===== src/rtl/instruction_fetch.sv =====
// Instruction fetch front end: owns the PC, issues single-outstanding word
// fetches to instruction memory, and buffers returned words with their PCs
// in a small FIFO feeding the decoder. Redirects flush the buffer and
// discard any response still in flight.
module instruction_fetch #(
    parameter logic [31:0] RESET_PC   = 32'h0000_0000,
    parameter int          FIFO_DEPTH = 2
) (
    input  logic        clk,
    input  logic        reset,
    output logic        imem_req_valid,
    input  logic        imem_req_ready,
    output logic [31:0] imem_req_addr,
    input  logic        imem_resp_valid,
    input  logic [31:0] imem_resp_data,
    input  logic        redirect_valid,
    input  logic [31:0] redirect_pc,
    output logic        inst_valid,
    input  logic        inst_ready,
    output logic [31:0] inst_word,
    output logic [31:0] inst_pc
);

    localparam int PTR_W = $clog2(FIFO_DEPTH);
    localparam int CNT_W = PTR_W + 1;
    localparam logic [CNT_W-1:0] DEPTH_C = CNT_W'(FIFO_DEPTH);

    typedef enum logic [1:0] {
        ST_ISSUE,
        ST_WAIT,
        ST_DROP
    } state_t;

    state_t             r_state;
    state_t             w_state_nxt;
    logic [31:0]        r_pc;
    logic [31:0]        r_pending_pc;
    logic [PTR_W-1:0]   r_wr_ptr;
    logic [PTR_W-1:0]   r_rd_ptr;
    logic [CNT_W-1:0]   r_count;
    logic [31:0]        r_fifo_word [FIFO_DEPTH];
    logic [31:0]        r_fifo_pc   [FIFO_DEPTH];

    logic               w_req_valid;
    logic               w_req_fire;
    logic               w_push;
    logic               w_pop;
    logic               w_inst_valid;
    logic               w_unused_redirect_lsb;

    // Redirect targets are forced word-aligned; the low bits carry no meaning.
    assign w_unused_redirect_lsb = ^redirect_pc[1:0];

    // Next-state and request-valid decode; a response is only accepted into
    // the buffer from WAIT, and a redirect in that same cycle still kills it.
    always_comb begin
        w_state_nxt = r_state;
        w_req_valid = 1'b0;
        unique case (r_state)
            ST_ISSUE: begin
                w_req_valid = !reset && (r_count < DEPTH_C) && !redirect_valid;
                if (w_req_valid && imem_req_ready) begin
                    w_state_nxt = ST_WAIT;
                end
            end
            ST_WAIT: begin
                if (imem_resp_valid) begin
                    w_state_nxt = ST_ISSUE;
                end else if (redirect_valid) begin
                    w_state_nxt = ST_DROP;
                end
            end
            ST_DROP: begin
                // The outstanding response is consumed here even if another
                // redirect arrives, otherwise DROP would wait forever.
                if (imem_resp_valid) begin
                    w_state_nxt = ST_ISSUE;
                end
            end
            default: w_state_nxt = ST_ISSUE;
        endcase
    end

    assign w_req_fire   = w_req_valid && imem_req_ready;
    assign w_push       = (r_state == ST_WAIT) && imem_resp_valid && !redirect_valid;
    assign w_inst_valid = (r_count != '0) && !redirect_valid && !reset;
    assign w_pop        = w_inst_valid && inst_ready;

    assign imem_req_valid = w_req_valid;
    assign imem_req_addr  = r_pc;
    assign inst_valid     = w_inst_valid;
    assign inst_word      = r_fifo_word[r_rd_ptr];
    assign inst_pc        = r_fifo_pc[r_rd_ptr];

    // Control state: FSM, PC, pending PC and FIFO bookkeeping; redirect wins.
    always_ff @(posedge clk) begin
        if (reset) begin
            r_state      <= ST_ISSUE;
            r_pc         <= {RESET_PC[31:2], 2'b00};
            r_pending_pc <= 32'h0000_0000;
            r_wr_ptr     <= '0;
            r_rd_ptr     <= '0;
            r_count      <= '0;
        end else begin
            r_state <= w_state_nxt;
            if (redirect_valid) begin
                r_pc     <= {redirect_pc[31:2], 2'b00};
                r_wr_ptr <= '0;
                r_rd_ptr <= '0;
                r_count  <= '0;
            end else begin
                if (w_req_fire) begin
                    r_pc         <= r_pc + 32'd4;
                    r_pending_pc <= r_pc;
                end
                if (w_push) begin
                    r_wr_ptr <= r_wr_ptr + PTR_W'(1);
                end
                if (w_pop) begin
                    r_rd_ptr <= r_rd_ptr + PTR_W'(1);
                end
                if (w_push && !w_pop) begin
                    r_count <= r_count + CNT_W'(1);
                end else if (!w_push && w_pop) begin
                    r_count <= r_count - CNT_W'(1);
                end
            end
        end
    end

    // Buffer storage: data only, written on push, no reset needed.
    always_ff @(posedge clk) begin
        if (w_push) begin
            r_fifo_word[r_wr_ptr] <= imem_resp_data;
            r_fifo_pc[r_wr_ptr]   <= r_pending_pc;
        end
    end

endmodule


===== config.mk =====
export PLATFORM = sky130hd
export DESIGN_NAME = instruction_fetch
export DESIGN_NICKNAME = d
export VERILOG_FILES = /design/src/rtl/instruction_fetch.sv
export SDC_FILE = /design/constraint.sdc
export NUM_CORES = 1
export LEC_CHECK = 0
export ABC_AREA = 1
export ABC_CLOCK_PERIOD_IN_PS = 5100
export CORE_UTILIZATION = 51
export DETAILED_ROUTE_END_ITERATION = 10
export PLACE_DENSITY = 0.8
export SYNTH_ARGS = -nofsm -noshare
export SYNTH_HDL_FRONTEND = slang
export SYNTH_SLANG_ARGS = --single-unit

===== constraint.sdc =====
create_clock -name clk -period 5.1 [get_ports clk]
set_input_delay 0.765 -clock clk [delete_from_list [all_inputs] [get_ports clk]]
set_output_delay 0.765 -clock clk [all_outputs]
set_load 0.05 [all_outputs]

**After elaboration in Yosys (flattened, before gate mapping)**

Memory sizes are Yosys's and may differ from the RTL's. A register that Yosys moved wholly into a read port is not among the register bits.
Index checks and enable logic that the tools add are counted.

- Word-level logic and storage cells: 59
- Bits in latches: 0
- Memory bits (writable): 128
- Output and inout port bits: 98
- Bits of input ports: 70
- Memories kept: 2
- Memory bits (read-only): 0
- Register bits after elaboration: 70

Memory list:

| name | words | width | rd ports | clocked after Yosys merged registers in | wr ports | RTL line | source |
|---|---|---|---|---|---|---|---|
| r_fifo_pc | 2 | 32 | 1 | 1 | 1 | 42 | `logic [31:0] r_fifo_pc [FIFO_DEPTH];` |
| r_fifo_word | 2 | 32 | 1 | 1 | 1 | 41 | `logic [31:0] r_fifo_word [FIFO_DEPTH];` |

- Multipliers: 0
- Bitwise gates (word level): 1
- Div/mod/pow operators: 0
- Equality and inequality tests: 5
- Shifts and indexed selects: 0
- $lt $le $gt $ge: 1
- Reductions and logical operators: 22
- Add/sub/neg operators: 5
- Muxes and demuxes: 16

Operators by type and width:

| operator | number |
|---|---|
| $mux W32 | 2 |
| $add A32 B3 Y32 const B | 1 |
| $mux W2 | 6 |
| $logic_and A1 B1 Y1 | 11 |
| $mux W1 | 7 |
| $pmux W2 S3 | 1 |
| $reduce_bool A2 Y1 | 3 |
| $logic_not A1 Y1 | 4 |
| $ne A2 B2 Y1 const B | 2 |
| $ne A3 B3 Y1 const B | 1 |
| $reduce_and A3 Y1 | 1 |
| $add A1 B1 Y1 const B | 2 |
| $add A2 B1 Y2 const B | 1 |
| $eq A2 B1 Y1 const B | 1 |
| $eq A2 B2 Y1 const B | 1 |
| $logic_not A2 Y1 | 1 |
| $lt A2 B2 Y1 const B | 1 |
| $reduce_and A2 Y1 | 1 |
| $reduce_or A2 Y1 | 1 |
| $sub A2 B1 Y2 const B | 1 |
| $not A1 Y1 | 1 |

**Logic depth before layout (Yosys ltp)**

Gate-level depths: netlist (run 1).

- Depth after elaboration: 7
- Gate-level depth with buffers: 10
- Gate-level depth less buffers: 10

**Worst setup path after synthesis (run 1)**

OpenSTA, ideal clock, no wires.

- Path kind: input-to-reg
- From: input port redirect_valid
- To: memory r_fifo_pc[1][10], enable pin
- Required time: 4.616 ns
- Setup time: 0.484 ns
- Buffers on the path: 1
- Slack: 0.697 ns
- Stages: 4
- Arrival: 3.919 ns
- Cell sequence: buf_2 -> nor3_1 -> inv_1 -> nor2_1

- Word-level cells in the longest chain between the ends: 4

Ends and longest elaborated chain:

| element | RTL line | source |
|---|---|---|
| start: declaration | 16 | `input logic redirect_valid,` |
| $logic_not A1 Y1 | 85 | `assign w_push = (r_state == ST_WAIT) && imem_resp_valid && !redirect_valid;` |
| $logic_and A1 B1 Y1 | 85 |  |
| via w_push | 46 | `logic w_push;` |
| $mux W1 | 133 | `if (w_push) begin` |
| $mux W1 (implied by the code) | 135 | `r_fifo_pc[r_wr_ptr] <= r_pending_pc;` |
| end: declaration | 42 |  |

The timed path passes the listed nets, and every way through them passes these cells.

**Worst setup path after layout (run 1)**

- From: input port redirect_valid
- To: output port imem_req_valid

- Word-level cells in the longest chain between the ends: 3

Ends and longest elaborated chain:

| element | RTL line | source |
|---|---|---|
| $logic_not A1 Y1 | 61 | `w_req_valid = !reset && (r_count < DEPTH_C) && !redirect_valid;` |
| $logic_and A1 B1 Y1 | 61 |  |
| $mux W1 | 59 | `unique case (r_state)` |
| end: declaration | 11 | `output logic imem_req_valid,` |

Every way passes these cells.

==> metrics.md, run 1 <==
| Metric | Value |
|---|---|
| Slew @ Worst Pin | `slightly below 0.9 ns` |
| Initial DRC count | `358` |
| Via density | `5.27` |
| Pwr/cell area | `321 nW/um^2` |
| Die Ht | `127 um` |
| Synth Area in XOR/XNOR | `0.441%` |
| Complex-gate fraction of the synthesized area | `6.33%` |
| CTS clk-pin slew, worst paths | `0.06 ns` |
| Starting Density | `approximately 52%` |
| Core area | `15200 um^2` |
| Gpl congestion | `0.967` |
| Die area | `16100 um^2` |
| Number of global-route vias before repair | `5411` |
| Avg WL per Cell | `~16 um` |
| Cells after Synth | `approximately 730` |
| Critical path capture point type | `primary output` |
| Dominant cells by area after synthesis | `edfxtp_1 (47%), dfxtp_1 (17%), mux2_2 (8.8%), nand2_1 (6.4%), nor2_1 (3.9%)` |
| Yosys top cell area share | `46.8%` |
| Clk_skew | `0.00734 ns` |
| Simple-gate share of the synthesized area | `15.3%` |
| Max-cap violations | `0` |
| Fin Hold WS | `approximately 0.45 ns` |
| Hold Crit Class | `register to register` |
| Yosys top cell by area | `edfxtp_1` |
| Mux cell area share after synthesis | `8.78%` |
| Slew Limit Headroom | `41.7%` |
| Via Count | `5764` |
| Mapped cell area | `7950 um^2` |
| Critical Path Fanout Max | `13` |
| Layout cells sized above 1 | `12.9%` |
| Register area share after synthesis | `a little under two thirds` |
| Synth Register Bits | `191` |
| Status | `complete, no violations` |
| Leakage | `roughly 3.6 nW` |
| Diode count | `0` |
| Antenna violations before repair | `0` |
| Setup TNS Final | `0 ns` |
| FILL cells | `1158` |
| Die X | `~130 um` |
| Final net count | `964` |
| Count of cell types in the netlist | `35` |
| Final WL | `about 17 mm` |
| Cts hold-fix bufs | `0` |
| RSZ-0062 raised after global routing | `false` |
| Crit path time final | `3.64 ns` |
| IO Pins | `approximately 170` |
| DRT antenna net count | `0` |
| Setup crit start kind | `input pin` |
| DRC violation count after routing | `0` |
| Gr usage total | `between 20 and 25%` |
| CTS buffer count | `17` |
| Worst-skew pair later-pin latency | `approximately 0.42 ns` |
| PostCTS Resize Cnt | `0` |
| Drt pass-1 iters | `5` |
| Global-route wire length before repair | `26.9 mm` |
| Synth warnings | `0` |
| Worst IR Drop VDD | `between 200 and 250 uV` |
| Global route overflow | `0` |
| Largest net degree at the start of global routing | `64` |
| Area delta synth->final | `29.7%` |
| H-tree depth | `4` |
| CTS root buffer | `clkbuf_16` |
| Largest family of logic cells by synthesized area | `simple AND/OR/NAND/NOR gates` |
| Critical path class | `input pin to primary output` |
| Sink Count | `191` |
| Final Cycle Share | `71.3%` |
| I/O Buffers | `between 150 and 200` |
| Row count | `45` |
| TritonCTS clock tree | `yes` |
| Synth Area in Adders | `0.315%` |
| Max Slew Vio Count | `0` |
| Fmax | `0.275 GHz` |
| Deepest clock path buffer count | `2` |
| Final worst slack | `1.46 ns` |
| Required time of the critical path | `4.34 ns` |
| Hpwl dp | `11.6 mm` |
| Critical path arrival | `about 2.9 ns` |
| Mapped Avg Cell Area | `10.8 um^2` |
| Post-CTS Setup Bufs | `0` |
| Core Util, Final | `67.8%` |
| Final Hold Viols | `0` |
| DP Worst Slack | `around 1.5 ns` |
| Endpoints failing setup | `0` |
-- worst paths after layout --
path | depth (start not counted) | from | slack (ns) | endpoint
worst max-delay path | 5 | redirect_valid | 1.46 | imem_req_valid
worst min-delay path | 0 | r_pending_pc[5]$_SDFFE_PP0P_ | 0.45 | r_fifo_pc[0][5]$_DFFE_PP_
worst max register to register | 6 | r_state[1]$_SDFFE_PP0P_ | 2.79 | r_fifo_pc[0][16]$_DFFE_PP_
worst min register to register | 0 | r_pending_pc[5]$_SDFFE_PP0P_ | 0.45 | r_fifo_pc[0][5]$_DFFE_PP_
-- logic make-up (layout without fill, tap and decap cells) --
group | after synthesis | in the layout
adders and majority gates | 2 | 2
other | 1 | 4
and+or+nand+nor | 286 | 286
AOI/OAI and AO/OA | 96 | 96
buffers and inverters | 92 | 260
muxes | 62 | 62
xor gates and xnor gates | 4 | 4
DFF | 191 | 191
-- Yosys cell counts, drive strengths merged --
library cell and instances:
ha 2, nor4 1, o221ai 1, xor2 4
nor2 91, nor3 6, inv 57, nand3b 1
conb 1, a22oi 1, o21bai 1, nand3 45
buf 26, dfxtp 67, a21oi 45, nor3b 1
mux2 62, a31oi 3, a211oi 1, o21ai 41
edfxtp 124, nand2 135, nand4 6, o211ai 3
clkbuf 9
-- placed cells by master (no fill, tap or decap), types with 2 or more instances in the layout --
cell             synthesis  routed
clkdlybuf4s50_1          0     161
nand2_1                135     135
edfxtp_1               124     124
nor2_1                  83      81
dfxtp_1                 67      66
mux2_2                  62      62
inv_1                   56      56
a21oi_1                 45      45
nand3_1                 44      44
o21ai_0                 40      40
clkbuf_16                0      18
buf_4                    7      10
nor2_2                   6       6
nor3_1                   5       5
nand4_1                  5       5
nor2_4                   2       4
xor2_1                   4       4
conb_1                   1       4
a31oi_1                  3       3
o211ai_1                 3       3
clkbuf_1                 9       3
clkinv_4                 0       3
ha_1                     2       2
bufinv_16                0       2
clkinvlp_4               0       2
-- sequential cells by signal (all words and copies together), names as in the netlist, named ones only --
signal,cells
imem_req_addr,30
r_count,2
r_fifo_pc,60
r_fifo_word,64
r_pending_pc,30
r_rd_ptr,1
r_state,2
r_wr_ptr,1
-- layer usage --
| metal | GRT usage [%] | share of wire [%] | up-vias |
|---|---|---|---|
| li1 | - | - | 2820 |
| met4 | 8.82 | 2.5 | 0 |
| met3 | 5.61 | 7.6 | 28 |
| met5 | 0 | 0 | - |
| met1 | 28.7 | 44 | 2685 |
| met2 | 34.6 | 46 | 231 |
-- area by class of cell --
cell class                 instances  area [um^2]  share of cell area [%]
clock buffer                      22          475                    4.61
clock inverter                    10          126                    1.23
sequential                       191         5070                    49.1
inverter                          57          214                    2.08
multi-input combinational        454         2500                    24.3
tap                              188          235                    2.28
timing repair buffer             171         1690                    16.4
-- per-stage QoR --
stage	cell area (um^2)	total power, mW	cells
detailed placement	9710	2.01	1061
global route	10300	3.43	1093
finish	10300	3.31	1093
floorplan	7960	1.89	737
CTS	10300	3.33	1093
global placement	9710	2.01	1061
-- worst max-delay path: stages --
cell             delay (ns)
clkdlybuf4s50_1        0.69
nor2_4                 0.26
inv_1                  0.12
nor3_1                 0.20
clkdlybuf4s50_1        0.83
-- report_power, final --
group | leakage [nW] | internal [mW] | switching (mW) | total (mW)
clock | 0.288 | 0.771 | 0.554 | 1.33
combinational | 1.63 | 0.110 | 0.165 | 0.276
sequential | 1.70 | 1.67 | 0.0327 | 1.71
total | 3.62 | 2.56 | 0.752 | 3.31
Note: power is estimated with default switching activity, not from simulation.
==> run 2, diff against run 1 <==
--- a/config.mk
+++ b/config.mk
@@ -6,7 +6,7 @@
 export NUM_CORES = 1
 export LEC_CHECK = 0
 export ABC_AREA = 1
-export ABC_CLOCK_PERIOD_IN_PS = 5100
+export ABC_CLOCK_PERIOD_IN_PS = 3660
 export CORE_UTILIZATION = 51
 export DETAILED_ROUTE_END_ITERATION = 10
 export PLACE_DENSITY = 0.8
==> constraint.sdc (replaced) <==
create_clock -name clk -period 3.66 [get_ports clk]
set_input_delay 0.549 -clock clk [delete_from_list [all_inputs] [get_ports clk]]
set_output_delay 0.549 -clock clk [all_outputs]
set_load 0.05 [all_outputs]
==> run 2 against run 1 <==
Combinational power grew 40%. Clock-buffer cell count down 1. Final area up 0.11%. Sequential cell count is the same. Highest routed layer unchanged. Largest power group unchanged. Sequential share of layout area shrank 0.054 points. Hold slack improved by 0.0022 ns. Wire length decreased by 0.59%. Critical path type is now register to primary output. Critical endpoint is now inst_pc[14].
==> metrics.md, run 2 (same netlist as run 1, synthesis figures left out) <==
| Metric | Value |
|---|---|
| Starting Density | `52.3%` |
| Max-cap violations | `0` |
| Cts hold-fix bufs | `0` |
| Sequence of cells on the critical path | `buf_12 > mux2_2 > clkdlybuf4s50_1` |
| Status | `complete, no violations` |
| CTS clk-pin slew, worst paths | `0.07 ns` |
| CTS buffer count | `17` |
| Clk_skew | `0.00822 ns` |
| Total power | `between 4 and 5 mW` |
| Via density | `5.23` |
| Endpoints failing setup | `0` |
| RSZ-0062 raised after global routing | `false` |
| Gr usage total | `between 20% and 30%` |
| Setup TNS Final | `0 ns` |
| Biggest register | `r_fifo_word` |
| Deepest clock path buffer count | `2` |
| Comb power frac | `8.5%` |
| Max reg flops | `64` |
| Commonest non-fill, non-tap cells in the layout | `clkdlybuf4s50_1 (159), nand2_1 (135), edfxtp_1 (124), nor2_1 (81), dfxtp_1 (66)` |
| Final WL | `16.9 mm` |
| Critical path class | `register to primary output` |
| I/O Buffers | `between 150 and 200` |
| Die Ht | `127 um` |
| Slew Limit Headroom | `32.7%` |
| Gpl congestion | `0.959` |
| Post-route cell area | `10300 um^2` |
| Crit path time final | `between 2 and 3 ns` |
| Internal Power | `about 3.5 mW` |
| Diode count | `0` |
| Clk pwr share | `38.8%` |
| Worst path bufs/invs | `2` |
| Slowest CP cell | `clkdlybuf4s50_1` |
| Final net count | `between 900 and 1000` |
| Slew @ Worst Pin | `1.01 ns` |
| CTS root buffer | `clkbuf_16` |
| Global route overflow | `0` |
| Avg WL per Cell | `between 15 and 20 um` |
| R2r startpoint | `imem_req_addr[2]$_SDFFE_PP0P_` |
| Drt pass-1 iters | `4` |
| Sw frac | `approximately 23%` |
| Number of global-route vias before repair | `5370` |
| Worst R2R End | `imem_req_addr[30]$_SDFFE_PP0P_` |
| Die X | `around 130 um` |
| Required time of the critical path | `about 3.1 ns` |
| Commonest non-fill, non-tap cell in the layout | `clkdlybuf4s50_1` |
| Pwr/cell area | `438 nW/um^2` |
| Non-filler instance count after layout | `about 1100` |
| Area after DPL | `9750 um^2` |
| Worst IR Drop VDD | `approximately 330 uV` |
| Switch Pwr | `about 1.0 mW` |
| Worst-skew pair later-pin latency | `0.42 ns` |
| Initial DRC count | `334` |
| Post-CTS Setup Bufs | `0` |
| PostCTS Resize Cnt | `0` |
| Global-route wire length before repair | `26.8 mm` |
| Worst Hold Path EP | `r_fifo_pc[1][20]$_DFFE_PP_` |
| Worst hold stages | `0` |
| Via Count | `5714` |
| Register-to-Register Path Depth | `10` |
| H-tree depth | `4` |
| Leakage | `about 3.6 nW` |
| DRT antenna net count | `0` |
| Hpwl dp | `11.4 mm` |
| Layout cells sized above 1 | `13.1%` |
| CP top delay family | `buffers and inverters` |
| FILL cells | `roughly 1200` |
| Final Hold Viols | `0` |
| Setup crit start kind | `register` |
| Fmax | `0.360 GHz` |
| Final Cycle Share | `about three quarters` |
| Critical Path Fanout Max | `62` |
| Critical path arrival | `2.23 ns` |
| TritonCTS clock tree | `yes` |
| Die area | `between 15000 and 20000 um^2` |
| Row count | `45` |
| Fin Hold WS | `0.450 ns` |
| Area delta synth->final | `29.8%` |
| Post-placement cell count | `between 1000 and 1500` |
| Crit-path max cell delay | `0.74 ns` |
| Max Slew Vio Count | `0` |
| Hold Crit Class | `register to register` |
| Antenna violations before repair | `0` |
| Critical path capture point type | `primary output` |
| Sink Count | `~190` |
| IO Pins | `168` |
| Sequential share of power | `52.6%` |
| Hold Startpoint | `r_pending_pc[20]$_SDFFE_PP0P_` |
| Core area | `between 15000 and 20000 um^2` |
| DRC violation count after routing | `0` |
| Largest registers | `r_fifo_word x64, r_fifo_pc x60` |
| Reg2reg setup slack | `1.79 ns` |
| Largest net degree at the start of global routing | `64` |
==> run 2: cell type report <==
cell class,instances,area [um^2],area share [%]
inverter,57,214,2.07
clock buffer,21,462,4.47
multi-input combinational,454,2500,24.3
tap,188,235,2.28
sequential,191,5070,49.1
clock inverter,11,106,1.03
timing repair buffer,171,1730,16.8
==> run 2: how the worst max path moves through the flow <==
stage	from	cells after the start	slack, ns	endpoint
after global routing	register	3	0.79	inst_pc[11]
after detailed placement	redirect_valid	5	1.03	r_fifo_pc[1][29]$_DFFE_PP_
after CTS	register	3	0.84	inst_pc[11]
final	register	3	0.88	inst_pc[14]
after floorplan	redirect_valid	4	0.50	r_fifo_pc[1][10]$_DFFE_PP_
after global placement	redirect_valid	5	1.04	r_fifo_word[1][9]$_DFFE_PP_
==> run 2: through the flow <==
step | utilization [%] | setup slack, ns
6_report | 67.9 | 0.881
4_1_cts | 67.9 | 0.837
2_1_floorplan | - | 0.500
3_3_place_gp | 64.1 | 1.04
3_5_place_dp | 64.1 | 1.03
5_1_grt | 67.9 | 0.790
==> run 2: metal layers <==
layer,global-route usage [%],part of all wire (%),vias to the layer above
met5,0,0,-
met4,7.56,1.6,0
met3,5.27,6.6,19
met2,36.0,48,189
met1,27.9,44,2672
li1,-,-,2834
==> run 2: worst reg2reg max path, delay by kind of cell (launching register included) <==
kind	cells	cell delay (ns)
adders and majority gates	1	0.20
and+or+nand+nor	8	1.08
DFF	1	0.41
AOI/OAI and AO/OA	1	0.05
==> run 2: power by group through the flow <==
| stage | sequential (mW) | combinational, mW | clock (mW) |
|---|---|---|---|
| floorplan | 2.48 | 0.157 | 0 |
| global placement | 2.42 | 0.378 | 0 |
| detailed placement | 2.42 | 0.384 | 0 |
| CTS | 2.38 | 0.387 | 1.79 |
| global route | 2.38 | 0.416 | 1.88 |
| finish | 2.38 | 0.386 | 1.75 |
==> run 3, diff against run 2 <==
--- a/config.mk
+++ b/config.mk
@@ -6,10 +6,10 @@
 export NUM_CORES = 1
 export LEC_CHECK = 0
 export ABC_AREA = 1
-export ABC_CLOCK_PERIOD_IN_PS = 3660
-export CORE_UTILIZATION = 51
+export ABC_CLOCK_PERIOD_IN_PS = 2400
+export CORE_UTILIZATION = 46
 export DETAILED_ROUTE_END_ITERATION = 10
-export PLACE_DENSITY = 0.8
+export PLACE_DENSITY = 0.76
 export SYNTH_ARGS = -nofsm -noshare
 export SYNTH_HDL_FRONTEND = slang
 export SYNTH_SLANG_ARGS = --single-unit
==> constraint.sdc (replaced) <==
create_clock -name clk -period 2.4 [get_ports clk]
set_input_delay 0.36 -clock clk [delete_from_list [all_inputs] [get_ports clk]]
set_output_delay 0.36 -clock clk [all_outputs]
set_load 0.05 [all_outputs]
==> run 3 against run 2 <==
Utilization shrank 5.9 points. First-iteration DRC count is 13% lower. Clock-buffer cell count decreased by 4. Critical endpoint is now imem_req_addr[25]. Largest cell class unchanged. Clock power increased by 65%. Sequential cell count unchanged. Largest power group unchanged.
==> metrics.md, run 3 (same netlist as run 1, synthesis figures left out) <==
| Metric | Value |
|---|---|
| Status | `complete, no violations` |
| TritonCTS clock tree | `yes` |
| Max Slew Vio Count | `0` |
| Endpoints failing setup | `0` |
| Die Ht | `133 um` |
| CTS clk-pin slew, worst paths | `0.07 ns` |
| Avg WL per Cell | `15.4 um` |
| Max-cap violations | `0` |
| Critical path capture point type | `primary output` |
| PostCTS Resize Cnt | `0` |
| Reg2reg setup slack | `roughly 0.6 ns` |
| Final WL | `17.4 mm` |
| Post-CTS Setup Bufs | `0` |
| CP top delay family | `buffers and inverters` |
| H-tree depth | `4` |
| Slew @ Worst Pin | `0.542 ns` |
| Final Cycle Share | `89.2%` |
| Worst Hold Path EP | `r_fifo_pc[0][7]$_DFFE_PP_` |
| Starting Density | `between 40% and 50%` |
| Global-route wire length before repair | `27.5 mm` |
| Gpl congestion | `~0.9` |
| Largest net degree at the start of global routing | `65` |
| Core Util, Final | `62.0%` |
| DRT antenna net count | `0` |
| Worst IR Drop VDD | `between 500 and 600 uV` |
| CTS root buffer | `clkbuf_16` |
| Diode count | `0` |
| Worst hold stages | `0` |
| Sequence of cells on the critical path | `clkdlybuf4s50_1` |
| Gr usage total | `between 20% and 30%` |
| Initial DRC count | `289` |
| DRC violation count after routing | `0` |
| Cts hold-fix bufs | `0` |
| R2r startpoint | `imem_req_addr[3]$_SDFFE_PP0P_` |
| Commonest non-fill, non-tap cell in the layout | `nand2_1` |
| Worst path bufs/invs | `1` |
| Row count | `47` |
| Sink Count | `between 150 and 200` |
| Hold Crit Class | `register to register` |
| IO Pins | `168` |
| Max reg flops | `between 60 and 70` |
| Critical path arrival | `~1.8 ns` |
| Switch Pwr | `1.72 mW` |
| Drt pass-1 iters | `4` |
| Die area | `17800 um^2` |
| I/O Buffers | `161` |
| Slowest CP cell | `clkdlybuf4s50_1` |
| Biggest register | `r_fifo_word` |
| Total power | `7.12 mW` |
| Deepest clock path buffer count | `2` |
| Comb power frac | `8.4%` |
| Commonest non-fill, non-tap cells in the layout | `nand2_1 (135), edfxtp_1 (124), clkdlybuf4s50_1 (97), nor2_1 (81), buf_4 (75)` |
| Leakage | `about 3.8 nW` |
| Final Hold Viols | `0` |
| Number of global-route vias before repair | `5303` |
| Final net count | `approximately 970` |
| Antenna violations before repair | `0` |
| Register-to-Register Path Depth | `10` |
| Crit path time final | `2.14 ns` |
| Sequential share of power | `51.0%` |
| Crit-path max cell delay | `0.86 ns` |
| Area delta synth->final | `30.3%` |
| Via density | `5.03` |
| Critical path class | `register to primary output` |
| Global route overflow | `0` |
| Core area | `16700 um^2` |
| Required time of the critical path | `2.04 ns` |
| Die X | `133 um` |
| Internal Power | `5.40 mW` |
| Hpwl dp | `11.9 mm` |
| Worst-skew pair later-pin latency | `approximately 0.42 ns` |
| Worst R2R End | `imem_req_addr[22]$_SDFFE_PP0P_` |
| Largest registers | `r_fifo_word x64, r_fifo_pc x60` |
| Critical Path Fanout Max | `6` |
| Setup crit start kind | `register` |
| Layout cells sized above 1 | `21.1%` |
| Pwr/cell area | `687 nW/um^2` |
| Sw frac | `24.2%` |
| Slew Limit Headroom | `63.8%` |
| RSZ-0062 raised after global routing | `false` |
| Hold Startpoint | `r_pending_pc[7]$_SDFFE_PP0P_` |
| Fmax | `~0.47 GHz` |
| Clk pwr share | `40.6%` |
| Via Count | `between 5000 and 6000` |
| CTS buffer count | `17` |
| Clk_skew | `0.00801 ns` |
## run 3: cell type report
type	instances	area [um^2]
clock buffers	17	425
clock inverters	15	194
fillers	1376	6340
inverters	57	214
multi-input cells	454	2510
flip-flops and latches	191	5070
well taps	220	275
repair buffers	179	1670
## run 3: worst max-delay path by stage
stage                                   start                         end  slack [ns]  cells past startpoint
2_1_floorplan                  redirect_valid  r_fifo_pc[1][10]$_DFFE_PP_       -0.57                      4
3_3_place_gp                   redirect_valid     r_count[1]$_SDFFE_PP0P_        0.24                     10
3_5_place_dp                   redirect_valid     r_count[1]$_SDFFE_PP0P_        0.19                     10
4_1_cts                        redirect_valid              imem_req_valid        0.25                      6
5_1_grt                        redirect_valid              imem_req_valid        0.18                      6
6_report       imem_req_addr[25]$_SDFFE_PP0P_           imem_req_addr[25]        0.26                      1
## run 3: power by group through the flow
stage | registers [mW] | clock network (mW) | logic [mW]
floorplan | 3.79 | 0 | 0.239
global placement | 3.70 | 0 | 0.589
detailed placement | 3.70 | 0 | 0.597
CTS | 3.62 | 2.95 | 0.601
global route | 3.64 | 3.09 | 0.644
finish | 3.63 | 2.89 | 0.600
## run 3: routing by layer
| layer | vias to the layer above | part of all wire (%) | global-route usage (%) |
|---|---|---|---|
| met3 | 26 | 5.5 | 3.54 |
| met2 | 194 | 46 | 30.8 |
| li1 | 2846 | - | - |
| met5 | - | 0 | 0 |
| met1 | 2634 | 47 | 28.4 |
| met4 | 0 | 1.7 | 7.32 |
## run 3: stage by stage
step	setup TNS, ns	cell area [um^2]	hold slack, ns	setup WS, ns	cells
floorplan	-70.00	7970	0.420	-0.571	737
global placement	0	9740	0.429	0.239	1101
detailed placement	0	9740	0.439	0.191	1101
CTS	0	10400	0.459	0.250	1133
global route	0	10400	0.474	0.183	1133
finish	0	10400	0.460	0.260	1133
